[src/rtl/berger_scrub_memory.sv]
`default_nettype none
// ============================================================================
// berger_scrub_memory : Berger-coded single-port RAM with scrubber and error log
// Revision 1.0
// ============================================================================
module berger_scrub_memory #(
   parameter int DATA_W         = 8,
   parameter int ADDR_W         = 4,
   parameter int SCRUB_INTERVAL = 256,
   parameter int ERR_CNT_W      = 8,
   localparam int CHK_W         = $clog2(DATA_W + 1)
) (
   input  logic                    clk,
   input  logic                    rst,
   input  logic                    req_valid,
   output logic                    req_ready,
   input  logic                    req_we,
   input  logic [ADDR_W-1:0]       req_addr,
   input  logic [DATA_W-1:0]       req_wdata,
   input  logic [DATA_W+CHK_W-1:0] inj_mask,
   output logic                    rsp_valid,
   output logic [DATA_W-1:0]       rsp_data,
   output logic                    rsp_err,
   input  logic                    scrub_en,
   input  logic                    err_clr,
   output logic [ERR_CNT_W-1:0]    err_count,
   output logic [ADDR_W-1:0]       err_addr,
   output logic                    err_addr_valid,
   output logic                    init_done
);

   localparam int DEPTH = 2 ** ADDR_W;
   localparam int CW    = DATA_W + CHK_W;
   localparam int CNT_W = $clog2(SCRUB_INTERVAL);

   localparam logic [CNT_W-1:0]     CNT_LAST  = CNT_W'(SCRUB_INTERVAL - 1);
   localparam logic [CNT_W-1:0]     CNT_ONE   = CNT_W'(1);
   localparam logic [ADDR_W-1:0]    PTR_LAST  = ADDR_W'(DEPTH - 1);
   localparam logic [ADDR_W-1:0]    ADDR_ONE  = ADDR_W'(1);
   localparam logic [ERR_CNT_W-1:0] ERR_MAX   = '1;
   localparam logic [ERR_CNT_W-1:0] ERR_ONE   = ERR_CNT_W'(1);
   localparam logic [CHK_W-1:0]     CHK_ONE   = CHK_W'(1);
   localparam logic [CW-1:0]        INIT_WORD = {CHK_W'(DATA_W), {DATA_W{1'b0}}};

   typedef enum logic [0:0] {
      ST_INIT = 1'b0,
      ST_IDLE = 1'b1
   } state_t;

   function automatic logic [CHK_W-1:0] zeros_of(input logic [DATA_W-1:0] d);
      logic [CHK_W-1:0] n;
      n = '0;
      for (int i = 0; i < DATA_W; i++) begin
         if (!d[i]) n = n + CHK_ONE;
      end
      return n;
   endfunction

   function automatic logic berger_bad(input logic [CW-1:0] w);
      return zeros_of(w[DATA_W-1:0]) != w[CW-1:DATA_W];
   endfunction

   logic [CW-1:0]        mem_q [DEPTH];

   state_t               state_q,      state_d;
   logic [ADDR_W-1:0]    init_ptr_q,   init_ptr_d;
   logic                 init_done_q,  init_done_d;
   logic [CNT_W-1:0]     intv_cnt_q,   intv_cnt_d;
   logic                 scrub_pend_q, scrub_pend_d;
   logic [ADDR_W-1:0]    scrub_ptr_q,  scrub_ptr_d;
   logic                 rsp_valid_q,  rsp_valid_d;
   logic [DATA_W-1:0]    rsp_data_q,   rsp_data_d;
   logic                 rsp_err_q,    rsp_err_d;
   logic [ERR_CNT_W-1:0] err_count_q,  err_count_d;
   logic [ADDR_W-1:0]    err_addr_q,   err_addr_d;
   logic                 err_av_q,     err_av_d;

   logic                 w_ready;
   logic                 w_host_rd;
   logic                 w_host_wr;
   logic                 w_scrub;
   logic [CW-1:0]        w_rd_word;
   logic [CW-1:0]        w_scrub_word;
   logic                 w_host_err;
   logic                 w_scrub_err;
   logic                 w_err;
   logic [ADDR_W-1:0]    w_err_addr;
   logic                 w_mem_we;
   logic [ADDR_W-1:0]    w_mem_waddr;
   logic [CW-1:0]        w_mem_wdata;

   assign w_ready      = (state_q == ST_IDLE) && !scrub_pend_q;
   assign w_host_rd    = req_valid && w_ready && !req_we;
   assign w_host_wr    = req_valid && w_ready && req_we;
   assign w_scrub      = (state_q == ST_IDLE) && scrub_pend_q;
   assign w_rd_word    = mem_q[req_addr];
   assign w_scrub_word = mem_q[scrub_ptr_q];
   assign w_host_err   = w_host_rd && berger_bad(w_rd_word);
   assign w_scrub_err  = w_scrub && berger_bad(w_scrub_word);
   assign w_err        = w_host_err || w_scrub_err;
   assign w_err_addr   = w_scrub ? scrub_ptr_q : req_addr;

   // Writes are gated by rst so an asserted reset never disturbs the array.
   assign w_mem_we    = rst && ((state_q == ST_INIT) || w_host_wr);
   assign w_mem_waddr = (state_q == ST_INIT) ? init_ptr_q : req_addr;
   assign w_mem_wdata = (state_q == ST_INIT) ? INIT_WORD
                                             : ({zeros_of(req_wdata), req_wdata} | inj_mask);

   always_ff @(posedge clk) begin
      if (w_mem_we) mem_q[w_mem_waddr] <= w_mem_wdata;
   end

   always_comb begin
      state_d      = state_q;
      init_ptr_d   = init_ptr_q;
      init_done_d  = init_done_q;
      intv_cnt_d   = intv_cnt_q;
      scrub_pend_d = scrub_pend_q;
      scrub_ptr_d  = scrub_ptr_q;

      case (state_q)
         ST_INIT: begin
            init_ptr_d = init_ptr_q + ADDR_ONE;
            if (init_ptr_q == PTR_LAST) begin
               state_d     = ST_IDLE;
               init_done_d = 1'b1;
            end
         end
         ST_IDLE: begin
            if (scrub_pend_q) begin
               scrub_pend_d = 1'b0;
               scrub_ptr_d  = scrub_ptr_q + ADDR_ONE;
            end
            // The interval only runs while no scrub is waiting, giving a period of INTERVAL+1.
            if (!scrub_en) begin
               intv_cnt_d = '0;
            end else if (!scrub_pend_q) begin
               if (intv_cnt_q == CNT_LAST) begin
                  intv_cnt_d   = '0;
                  scrub_pend_d = 1'b1;
               end else begin
                  intv_cnt_d = intv_cnt_q + CNT_ONE;
               end
            end
         end
         default: state_d = ST_INIT;
      endcase
   end

   always_comb begin
      rsp_valid_d = w_host_rd;
      rsp_data_d  = w_host_rd ? w_rd_word[DATA_W-1:0] : rsp_data_q;
      rsp_err_d   = w_host_err;

      err_count_d = err_count_q;
      err_addr_d  = err_addr_q;
      err_av_d    = err_av_q;
      // A new error takes priority over a simultaneous clear.
      if (w_err) begin
         if (err_clr) begin
            err_count_d = ERR_ONE;
            err_addr_d  = w_err_addr;
            err_av_d    = 1'b1;
         end else begin
            if (err_count_q != ERR_MAX) err_count_d = err_count_q + ERR_ONE;
            if (!err_av_q) begin
               err_addr_d = w_err_addr;
               err_av_d   = 1'b1;
            end
         end
      end else if (err_clr) begin
         err_count_d = '0;
         err_addr_d  = '0;
         err_av_d    = 1'b0;
      end
   end

   always_ff @(posedge clk) begin
      if (!rst) begin
         state_q      <= ST_INIT;
         init_ptr_q   <= '0;
         init_done_q  <= 1'b0;
         intv_cnt_q   <= '0;
         scrub_pend_q <= 1'b0;
         scrub_ptr_q  <= '0;
         rsp_valid_q  <= 1'b0;
         rsp_data_q   <= '0;
         rsp_err_q    <= 1'b0;
         err_count_q  <= '0;
         err_addr_q   <= '0;
         err_av_q     <= 1'b0;
      end else begin
         state_q      <= state_d;
         init_ptr_q   <= init_ptr_d;
         init_done_q  <= init_done_d;
         intv_cnt_q   <= intv_cnt_d;
         scrub_pend_q <= scrub_pend_d;
         scrub_ptr_q  <= scrub_ptr_d;
         rsp_valid_q  <= rsp_valid_d;
         rsp_data_q   <= rsp_data_d;
         rsp_err_q    <= rsp_err_d;
         err_count_q  <= err_count_d;
         err_addr_q   <= err_addr_d;
         err_av_q     <= err_av_d;
      end
   end

   assign req_ready      = w_ready;
   assign rsp_valid      = rsp_valid_q;
   assign rsp_data       = rsp_data_q;
   assign rsp_err        = rsp_err_q;
   assign err_count      = err_count_q;
   assign err_addr       = err_addr_q;
   assign err_addr_valid = err_av_q;
   assign init_done      = init_done_q;

endmodule
`default_nettype wire
[config.mk]
export PLATFORM = sky130hd
export DESIGN_NAME = berger_scrub_memory
export DESIGN_NICKNAME = d
export VERILOG_FILES = /design/src/rtl/berger_scrub_memory.sv
export SDC_FILE = /design/constraint.sdc
export NUM_CORES = 1
export LEC_CHECK = 0
export ABC_AREA = 1
export BUFFER_PORTS_ARGS = -buffer_cell sky130_fd_sc_hd__buf_2
export CORE_MARGIN = 1
export CORE_UTILIZATION = 40
export CTS_CLUSTER_DIAMETER = 40
export DETAILED_ROUTE_END_ITERATION = 7
export PLACE_DENSITY = 0.64
export SYNTH_ARGS = -nofsm -noshare
export SYNTH_HDL_FRONTEND = slang
export SYNTH_SLANG_ARGS = --single-unit
[constraint.sdc]
create_clock -name clk -period 13.6 [get_ports clk]
set_clock_uncertainty 0.15 [all_clocks]
set_input_delay 2.72 -clock clk [delete_from_list [all_inputs] [get_ports clk]]
set_output_delay 2.72 -clock clk [all_outputs]
set_load 0.01 [all_outputs]
# Word level (Yosys, flattened, before mapping)
# Memory sizes are Yosys's and may differ from the RTL's. A register that Yosys moved wholly into a read port is not among the register bits.
# Index checks and enable logic that the tools add are counted.
# W data, S select, Z words.
# totals
ramBits,192
in_bits,30
out_inout_bits,25
regBits,42
mem_count,1
# op_classes
bitwise_logic,2
reduce_logical,19
mux,49
eq_ne,7
add_sub_neg,25
# mem_list
name,depth,word_bits,read_ports,rd_ports_with_merged_regs,wr,line_no,rtl
mem_q,16,12,2,1,1,63,logic [CW-1:0] mem_q [DEPTH];
# op_table
cell,count
$mux W4,29
$add A4 B1 Y4 const B,22
$mux W8,7
$add A8 B1 Y8 const B,2
$mux W1,12
$mux W12,1
$or A12 B12 Y12,1
$reduce_and A2 Y1,5
$eq A8 B8 Y1 const B,1
$logic_and A1 B1 Y1,8
$ne A4 B4 Y1,2
$ne A8 B8 Y1 const B,1
$eq A4 B4 Y1 const B,1
$ne A2 B2 Y1 const B,2
$reduce_bool A2 Y1,2
$add A1 B1 Y2 const B,1
$logic_not A1 Y1,2
$logic_or A1 B1 Y1,2
$not A1 Y1,1

# Logic depth before layout (Yosys ltp)
# An unclocked memory read counts as a cell.
# logic_depth
depth_word,21
mapped_depth,45
depth_no_buf,39

# Worst setup path before layout
# No wires, ideal clock.
# synth_timing
kind,input -> register
start,input port req_addr[0]
end,register err_addr_q[0] (netlist: err_addr[0])
path_stages,41
path_buffers,7
t_arrival_ns,8.087
path_slack_ns,5.250
setup_ns,0.113
cell_sequence,buf_6 -> buf_6 -> buf_6 -> buf_4 -> buf_4 -> buf_2 -> clkbuf_1 -> o21ai_0 -> o22ai_1 -> o221ai_1 -> nand2_1 -> inv_1 -> ha_1 -> inv_1 -> nand3_1 -> nand2_1 -> ha_1 -> nand2_1 -> [5 not listed] -> or2_1 -> nand2_1 -> inv_1 -> ha_1 -> nand2_1 -> nand2_1 -> ha_1 -> or2_2 -> nand3_1 -> nand3_1 -> a21oi_1 -> nand3_2 -> nand2_2 -> nand3_2 -> nand2_2 -> nand2_1 -> nand2_1 -> nor2_1
# synth_via
elab_chain_cells,21
word_cells_on_any_way,25
cone_classes,add/sub (7); eq/ne (1); mux (12); reduce/logical (4); memory (1)
# synth_rtl
element,line_no,rtl
from (decl),18,"input logic [ADDR_W-1:0] req_addr,"
$mem_v2 Z16 W12 (*),--,
via w_rd_word[0],82,logic [CW-1:0] w_rd_word;
$mux W1 (*),54,if (!d[i]) n = n + CHK_ONE;
$add A1 B1 Y2,54,
$mux W4 (*),54,
$add A4 B1 Y4,54,
$mux W4 (*),54,
$add A4 B1 Y4,54,
[6 not listed],--,
$mux W4 (*),54,
$add A4 B1 Y4,54,
$mux W4 (*),54,
$ne A4 B4 Y1 (*),60,return zeros_of(w[DATA_W-1:0]) != w[CW-1:DATA_W];
$logic_and A1 B1 Y1 (*),98,assign w_host_err = w_host_rd && berger_bad(w_rd_word);
$logic_or A1 B1 Y1 (*),100,assign w_err = w_host_err || w_scrub_err;
$reduce_bool A2 Y1 (no line),--,
$reduce_and A2 Y1 (no line),--,
to (signal assigned),203,err_addr_q <= err_addr_d;
to (decl),75,"logic [ADDR_W-1:0] err_addr_q, err_addr_d;"
# The timed path passes the listed nets; every way through them passes the cells marked *. The select of a mux whose other input is x is not followed.
# A chain may end at the register's enable or synchronous reset.

# Final worst setup path
# layout_timing
start,input port req_addr[0]
end,register err_addr_q[0] (netlist: err_addr[0])
# layout_via
word_cells_on_any_way,25
cone_classes,add/sub (7); eq/ne (1); mux (12); reduce/logical (4); memory (1)
# layout_rtl
element,line_no
$mem_v2 Z16 W12 (*),--
via w_rd_word[1],82
$mux W4 (*),54
$add A4 B1 Y4,54
$mux W4 (*),54
$add A4 B1 Y4,54
$mux W4 (*),54
$add A4 B1 Y4,54
[4 not listed],--
$mux W4 (*),54
$add A4 B1 Y4,54
$mux W4 (*),54
$ne A4 B4 Y1 (*),60
$logic_and A1 B1 Y1 (*),98
$logic_or A1 B1 Y1 (*),100
$reduce_bool A2 Y1 (no line),--
$reduce_and A2 Y1 (no line),--
# Marked as above.

==> impl_metrics.tcl <==
set metrics [dict create \
    run_status "completed" \
    port_buffers 54 \
    grt_pass1_vias 10400 \
    dp_cells 2037 \
    total_power_mw 1.93 \
    drv_slew 0 \
    die_w_um 185 \
    hp-class "reg2reg" \
    dr.first_iter.drc_count 1203 \
    antenna_found_initial 1 \
    r2r_end "err_addr[0]" \
    synth_seq_cells 238 \
    grt_max_degree 89 \
    final_area_um2 15200 \
    synth_top_area_share_pct 42.9 \
    p_leak_nw 6.18 \
    cp_common_cell "nand2_1" \
    layout_setup_ws_ps 5110 \
    place_area_um2 14000 \
    yosysMostFrequentCell "nand2_1" \
    synthesis.nets 1654 \
    diodes 0 \
    path_delay_family "simple AND/OR/NAND/NOR gates" \
    whs_path_depth 2 \
    crit_path_start "req_addr[0]" \
    firstDrtPassIters 7 \
    h-tree-depth 2 \
    num_vias 11500 \
    cpMaxStageDelayCell "buf_4" \
    setup_viol 0 \
    io_pins 55 \
    clock_path_buffers 3 \
    path_max_fanout 63 \
    overflow 0 \
    core_um2 32800 \
    ys_warn_count 0 \
    tns_ps 0 \
    dieArea_um2 34400 \
    syn_area_um2 13500 \
    hold-path-endpoint "err_addr[3]" \
    preCtsSetupSlack_ps 4700 \
    holdWs_ps 313 \
    synth_enable_flop_cells 192 \
    ys.flop_type "edfxtp_1" \
    cp.arrival_ps 8730 \
    numCtsBuffers 36 \
    track_usage_pct 21.5 \
    async_reset_ff_share_pct 0 \
    power_density_nw_per_um2 127 \
    seq_area_frac_synth_pct 49.7 \
    worstSetupStartpointType "primary input" \
    holdCritStartpoint "err_addr[3]" \
    via_per_inst 5.47 \
    maxCapViolCount 0 \
    slowest_delay_ps 600 \
    synth_area_per_cell_um2 8.41 \
    cts-root-buf "clkbuf_16" \
    path_buf_inv 5 \
    synth_largest_area_cell "edfxtp_1" \
    synth_area_leaders "edfxtp_1 43%, nand2_1 8.1%, dfxtp_1 6.8%, nand3_1 6.5%, o21ai_0 5.6%" \
    initial_utilization_pct 41.0 \
    route.detailed.drc 0 \
    tritoncts "done" \
    tightestPinTransition_ps 1400 \
    syn_to_final_growth_pct 12.8 \
    critPathKind "in2reg" \
    period_share_pct 62.4 \
    yosys.cell_types.count 40 \
    wl_per_cell_um 17.5 \
    endpoint_kind "flip-flop" \
    clk_pin_slew_worst_paths_ps 50 \
    num_rows 66 \
    hpwl_um 23600 \
    die_height_um 185 \
    rr_worst_depth 35 \
    max_freq_mhz 118 \
    instances_no_fill 2101 \
    ant_nets 0 \
    utilization_pct 46.3 \
    final_layout_size_suffix_gt1_share_pct 11.8 \
    grt_pass1_wl_um 56400 \
    syn_inst 1599 \
    max_slew_margin_pct 6.01 \
    ir_drop_mv 0.0956 \
    post_cts_buffers 0 \
    ys_top_cells_by_count "291 x nand2_1, 192 x edfxtp_1, 192 x inv_1" \
    min_period_ps 8490 \
    clock_sinks 238 \
    worstSkewPairLatency_ps 510 \
    rsz0062_at_grt "no" \
    finalHoldViolCount 0 \
    required_ps 13840 \
    gp_congestion 0.858 \
    layout.nets 1688 \
    routed_wl_um 36800 \
    r2r_setup_slack_ps 6580 \
    cts_resized 0 \
    hold_buffers 0 \
]
-- tightest hold or removal path, cell delays in order (launching register included) --
cell,delay [ps]
dfxtp_1,310
nand2_1,60
a21oi_1,50
-- flip-flops by register name, summed over array words and instances (netlist names), named ones only --
| signal | count |
|---|---|
| err_addr_valid | 1 |
| rsp_err | 1 |
| mem_q | 192 |
| init_ptr_q | 4 |
| err_addr | 4 |
| state_q | 1 |
| rsp_data | 8 |
| err_count | 8 |
| scrub_ptr_q | 4 |
| rsp_valid | 1 |
| intv_cnt_q | 8 |
| init_done | 1 |
| scrub_pend_q | 1 |
-- cells by family (layout without fill, tap and decap cells) --
family,Yosys count,in the layout,synth area share (%)
and+or+nand+nor,648,648,21.5
AOI/OAI and AO/OA,389,389,16.1
buffers and inverters,285,345,9.41
xor gates and xnor gates,14,14,0.911
adders and majority gates,25,25,2.33
DFF,238,238,49.7
-- cell usage in the layout, fill, tap and decap left out, types with 8 or more instances in the layout --
| master | synthesis | layout |
|---|---|---|
| nand2_1 | 291 | 291 |
| nand3_1 | 175 | 175 |
| ha_1 | 25 | 25 |
| buf_4 | 11 | 26 |
| o211ai_1 | 54 | 54 |
| o221ai_1 | 16 | 16 |
| o21ai_0 | 151 | 151 |
| a21oi_1 | 148 | 148 |
| inv_1 | 192 | 191 |
| clkbuf_16 | 0 | 38 |
| inv_2 | 8 | 9 |
| nand2_2 | 19 | 19 |
| xor2_1 | 9 | 9 |
| dfxtp_1 | 46 | 45 |
| nand3_2 | 13 | 13 |
| nor2_1 | 114 | 108 |
| nor2_2 | 2 | 8 |
| buf_2 | 28 | 53 |
| edfxtp_1 | 192 | 192 |
-- power by group --
| part | switching (mW) | total [mW] | internal (mW) | leakage, nW |
|---|---|---|---|---|
| registers | 0.00288 | 0.789 | 0.786 | 2.14 |
| logic | 0.159 | 0.240 | 0.0813 | 3.48 |
| clock network | 0.332 | 0.901 | 0.569 | 0.565 |
-- metal layers --
metal	GRT usage, %	part of all wire, %	vias up
met5	0	0	-
met4	6.88	2.5	0
met3	3.38	8.4	66
met2	34.3	45	484
met1	29.7	44	5378
li1	-	-	5560
-- how the worst max path moves through the flow --
stage,endpoint,slack (ps),cells past startpoint
2_1_floorplan,err_addr[0],5250,41
3_3_place_gp,err_addr[0],4890,36
3_5_place_dp,err_addr[0],4700,36
4_1_cts,err_addr[0],5190,36
5_1_grt,err_count[2],4560,35
6_report,err_addr[0],5110,36
-- cell type report --
type / instances / area (um2)
well taps: 442 / 553
inverters: 202 / 758
fillers: 3152 / 17600
clock inverters: 22 / 226
repair buffers: 79 / 460
flip-flops and latches: 238 / 6690
multi-input cells: 1076 / 5520
clock buffers: 42 / 966
Power figures use the tool's default switching activity.
